===== config.mk =====
export PLATFORM = sky130hd
export DESIGN_NAME = ghost_mode_ctrl
export DESIGN_NICKNAME = d
export VERILOG_FILES = /design/src/rtl/ghost_mode_pkg.sv /design/src/rtl/tick_prescaler.sv /design/src/rtl/ghost_mode_ctrl.sv
export SDC_FILE = /design/constraint.sdc
export NUM_CORES = 1
export LEC_CHECK = 0
export CORE_MARGIN = 2
export CORE_UTILIZATION = 46
export CTS_BUF_LIST = sky130_fd_sc_hd__clkbuf_8
export CTS_CLUSTER_DIAMETER = 50
export DETAILED_ROUTE_END_ITERATION = 10
export MAX_ROUTING_LAYER = met4
export PLACE_DENSITY_LB_ADDON = 0.12
export SYNTH_ARGS = -nofsm -noshare
export SYNTH_HDL_FRONTEND = slang
export SYNTH_SLANG_ARGS = --single-unit

===== constraint.sdc =====
create_clock -name clk -period 5.3 [get_ports clk]
set_clock_uncertainty 0.1 [all_clocks]
set_input_delay 0.795 -clock clk [delete_from_list [all_inputs] [get_ports clk]]
set_output_delay 0.795 -clock clk [all_outputs]
set_load 0.01 [all_outputs]

===== src/rtl/ghost_mode_pkg.sv =====
// Shared types and the per-level scatter/chase timetable for the ghost mode scheduler.
package ghost_mode_pkg;

   typedef enum logic [1:0] {
      MODE_SCATTER = 2'd0,
      MODE_CHASE   = 2'd1,
      MODE_FRIGHT  = 2'd2
   } ghost_mode_t;

   localparam int NUM_PHASES = 8;

   // Last entry is never used to advance; it only sets where the counter saturates (19).
   localparam logic [4:0] PHASE_TICKS [NUM_PHASES] = '{
      5'd7, 5'd20, 5'd7, 5'd20, 5'd5, 5'd20, 5'd5, 5'd20
   };

   function automatic ghost_mode_t phase_mode(input logic [2:0] idx);
      return idx[0] ? MODE_CHASE : MODE_SCATTER;
   endfunction

endpackage


===== src/rtl/tick_prescaler.sv =====
// Free-running clock divider producing a one-cycle tick every TICK_CYCLES enabled cycles.
module tick_prescaler #(
   parameter int TICK_CYCLES = 25_000_000
) (
   input  logic clk,
   input  logic rst_n,
   input  logic en,
   input  logic clr,
   output logic tick
);

   localparam int CNT_W = (TICK_CYCLES > 1) ? $clog2(TICK_CYCLES) : 1;
   localparam logic [CNT_W-1:0] LAST = CNT_W'(TICK_CYCLES - 1);

   logic [CNT_W-1:0] cnt;

   assign tick = en && (cnt == LAST);

   // Disabled cycles hold the count so a frozen schedule resumes mid-tick.
   always_ff @(posedge clk or negedge rst_n) begin
      if (!rst_n) begin
         cnt <= '0;
      end else if (clr) begin
         cnt <= '0;
      end else if (en) begin
         cnt <= tick ? '0 : cnt + 1'b1;
      end
   end

endmodule


===== src/rtl/ghost_mode_ctrl.sv =====
// Ghost behaviour-mode scheduler: scatter/chase timetable, fright requests and reverse pulses.
module ghost_mode_ctrl
   import ghost_mode_pkg::*;
#(
   parameter int CLOCK_FREQ_HZ = 25_000_000,
   parameter int TICK_CYCLES   = 25_000_000
) (
   input  logic       clk,
   input  logic       rst_n,
   input  logic       level_start,
   input  logic       pause,
   input  logic       pellet_eaten,
   input  logic       frightened,
   output logic       fright_start,
   output logic [1:0] mode,
   output logic       reverse,
   output logic [2:0] phase_idx
);

   if (CLOCK_FREQ_HZ < 1 || TICK_CYCLES < 1) begin : g_param_check
      $error("ghost_mode_ctrl: CLOCK_FREQ_HZ and TICK_CYCLES must be positive");
   end

   logic        run;
   logic        tick;
   logic        fright_q;
   logic        advance;
   logic [4:0]  sec_cnt;
   logic [4:0]  cnt_next;
   logic [2:0]  phase_next;
   logic        rev_next;
   ghost_mode_t mode_q;
   ghost_mode_t mode_next;

   assign run  = !pause && !frightened;
   assign mode = mode_q;

   tick_prescaler #(
      .TICK_CYCLES(TICK_CYCLES)
   ) u_prescaler (
      .clk  (clk),
      .rst_n(rst_n),
      .en   (run),
      .clr  (level_start),
      .tick (tick)
   );

   always_comb begin
      phase_next = phase_idx;
      cnt_next   = sec_cnt;
      advance    = 1'b0;
      if (tick) begin
         if (sec_cnt == 5'(PHASE_TICKS[phase_idx] - 5'd1)) begin
            if (phase_idx != 3'(NUM_PHASES - 1)) begin
               advance    = 1'b1;
               phase_next = phase_idx + 3'd1;
               cnt_next   = 5'd0;
            end
         end else begin
            cnt_next = sec_cnt + 5'd1;
         end
      end
      rev_next = advance || (frightened && !fright_q) || (pellet_eaten && fright_q);
      // A new level swallows any reverse cause arriving in the same cycle.
      if (level_start) begin
         phase_next = 3'd0;
         cnt_next   = 5'd0;
         rev_next   = 1'b0;
      end
      mode_next = frightened ? MODE_FRIGHT : phase_mode(phase_next);
   end

   always_ff @(posedge clk or negedge rst_n) begin
      if (!rst_n) begin
         phase_idx    <= 3'd0;
         sec_cnt      <= 5'd0;
         fright_q     <= 1'b0;
         fright_start <= 1'b0;
         reverse      <= 1'b0;
         mode_q       <= MODE_SCATTER;
      end else begin
         phase_idx    <= phase_next;
         sec_cnt      <= cnt_next;
         fright_q     <= frightened;
         fright_start <= fright_start ^ pellet_eaten;
         reverse      <= rev_next;
         mode_q       <= mode_next;
      end
   end

endmodule


==> flow_metrics.tcl <==
set metrics [dict create \
    ys_seq_elements 37 \
    hpwl_um 2940 \
    final-setup-viol-count 0 \
    cts_buffers 5 \
    instances_no_fill 273 \
    synth_nets 222 \
    vias 1583 \
    end_kind "flop" \
    worst_pin_slew_ps 807 \
    drv_cap 0 \
    slew_headroom_pct 46.2 \
    gp_congestion 0.797 \
    drt_iter0_drc 68 \
    utilization_pct 54.4 \
    peakVddDrop_v 0.000153 \
    antenna_found_initial 0 \
    power_density_nw_per_um2 235 \
    first_global_vias 1604 \
    leakage_nw 0.896 \
    wl_per_cell_um 15.2 \
    io_buffers 12 \
    area_growth_pct 11.3 \
    finalNetCount 233 \
    via_per_inst 5.80 \
    antenna_cells 0 \
    fp.dieArea_um2 4880 \
    crit_path_max_fanout 21 \
    min_period_over_period_pct 56.6 \
    cp.arrival_ps 3040 \
    rows 23 \
    synth_warnings 0 \
    grt_max_degree 38 \
    synthCells 212 \
    track_usage_pct 19.8 \
    hold_violations 0 \
    clock_sinks 37 \
    post_cts_resized 0 \
    drtAntennaViolNets 0 \
    post-cts-setup-buffer-count 0 \
    start_util_pct 48.9 \
    synth.distinct_cells 37 \
    drc 0 \
    worstSetupStartpointType "input pin" \
    synth_top_area_share_pct 46.4 \
    setup_tns_ps 0 \
    hold_class "reg -> reg" \
    overflow 0 \
    root_buffer "clkbuf_8" \
    drive_gt1_share_pct 4.93 \
    placedCellCount 266 \
    drt-total-wl_um 4150 \
    critPathRequiredTime_ps 5340 \
    synth_area_leaders "dfrtp_1, xnor2_1, nor2_1, nand3_1, xor2_1" \
    layout_min_cycle_time_ps 3000 \
    htreeDepth 2 \
    outcome "complete, no violations" \
    die_h_um 69.9 \
    path_clk_slew_ps 60 \
    drv_slew 0 \
    synth_seq_area_share_pct 46.4 \
    detailedRoute.firstPassIterationCount 4 \
    fmaxAchievable_ghz 0.333 \
    rsz0062_at_grt "no" \
    grt_pass1_wl_um 7620 \
    coreArea_um2 4090 \
    clkLatencyLatePin_ps 290 \
    cts_hold_buf 0 \
    cts_tree "done" \
    ios 13 \
    cts_buffer_depth 2 \
    die_w_um 69.9 \
    syn_area_um2 2000 \
    synth.avg_cell_area_um2 9.42 \
    synth_top_area_cell "dfrtp_1" \
    crit_type "in -> reg" \
]
==> through the flow <==
stage / total power [mW] / hold WS (ps) / area, um2 / setup slack (ps)
6_report: 0.522 / 376 / 2220 / 2300
4_1_cts: 0.529 / 383 / 2220 / 2300
3_5_place_dp: 0.334 / 373 / 2140 / 2000
3_3_place_gp: 0.332 / 355 / 2140 / 2120
2_1_floorplan: 0.311 / 399 / 2000 / 2950
5_1_grt: 0.549 / 410 / 2220 / 2130
==> worst max-delay path, cell delays in order <==
cell             delay, ps
clkdlybuf4s50_1        500
nor2_1                 120
buf_4                  200
nand3_1                170
or3_1                  480
or2b_1                 660
nor2_1                 130
==> placed cells by master (no fill, tap or decap), types with 3 or more instances in the layout <==
master	instances
nor3_1	11
nor2_1	29
o21ai_0	4
nand2b_1	7
nor2b_1	4
ha_1	4
xnor2_1	16
dfrtp_1	37
and4_1	3
and3_1	6
nor4_1	5
nand4_1	6
xor2_1	7
o211ai_1	3
clkdlybuf4s50_1	11
or3_1	3
a21oi_1	12
nand3_1	15
clkbuf_8	6
nand2_1	11
==> flip-flops by register name, indices dropped and copies added (netlist names) <==
| register | flops |
|---|---|
| phase_idx | 3 |
| fright_q | 1 |
| u_prescaler.cnt | 25 |
| fright_start | 1 |
| mode | 1 |
| sec_cnt | 5 |
| reverse | 1 |
==> final timing paths <==
check | startpoint | end | slack [ps] | cells after the start
max | frightened | u_prescaler.cnt[2]$_DFFE_PN0P_ | 2300 | 7
min | fright_start$_DFF_PN0_ | fright_start$_DFF_PN0_ | 380 | 1
max reg2reg | u_prescaler.cnt[0]$_DFFE_PN0P_ | u_prescaler.cnt[2]$_DFFE_PN0P_ | 2730 | 6
min reg2reg | fright_start$_DFF_PN0_ | fright_start$_DFF_PN0_ | 380 | 1
max in group asynchronous | rst_n | u_prescaler.cnt[21]$_DFFE_PN0P_ | 4090 | 1
min in group asynchronous | rst_n | sec_cnt[0]$_DFFE_PN0P_ | 490 | 1
==> where the power goes <==
part | internal [mW] | total [mW] | switching, mW
clock network | 0.101 | 0.195 | 0.0937
logic | 0.0157 | 0.0358 | 0.0201
registers | 0.288 | 0.292 | 0.00381
==> layout make-up <==
| class | count | area [um2] |
|---|---|---|
| Clock inverter | 1 | 3.75 |
| Sequential cell | 37 | 926 |
| Tap cell | 50 | 62.6 |
| Clock buffer | 6 | 82.6 |
| Timing Repair Buffer | 13 | 123 |
| Inverter | 1 | 3.75 |
| Multi-Input combinational cell | 165 | 1020 |
| Fill cell | 376 | 1860 |
==> kinds of logic (layout without fill, tap and decap cells) <==
logic type	Yosys count	after routing	synth area share, %
and+or+nand+nor	110	110	29.6
DFF	37	37	46.4
AOI/OAI and AO/OA	27	27	8.52
xor gates and xnor gates	23	23	10.1
buffers and inverters	10	21	2.44
adders and majority gates	4	4	2.51
muxes	1	1	0.501
==> Yosys cell counts <==
library cell	number
a311o_1	1
nor3b_1	1
o211ai_1	3
ha_1	4
nand2b_1	7
or4_1	1
o41ai_1	2
nor2_1	29
and3_1	6
nand4b_1	1
or2b_1	1
or3_1	3
dfrtp_1	37
nand2_1	11
buf_4	2
or4b_1	1
o2111ai_1	1
or2_2	1
buf_2	3
nor4_1	5
o21ai_1	1
nor4b_2	2
clkbuf_1	4
nor3_1	11
xnor2_1	16
nand3_1	15
a21oi_1	12
xor2_1	7
o32ai_1	2
o21ai_0	4
and4_1	3
mux2i_1	1
a211o_1	1
nand4_1	6
nor2b_1	4
and2_1	2
inv_1	1
==> layer usage <==
metal	up-vias	routed length, um	GRT usage (%)
met4	0	58	6.20
met3	6	142	4.33
met5	-	0	-
met2	25	1950	30.2
met1	774	1990	26.6
li1	778	-	-
(Power assumes the default switching activity.)
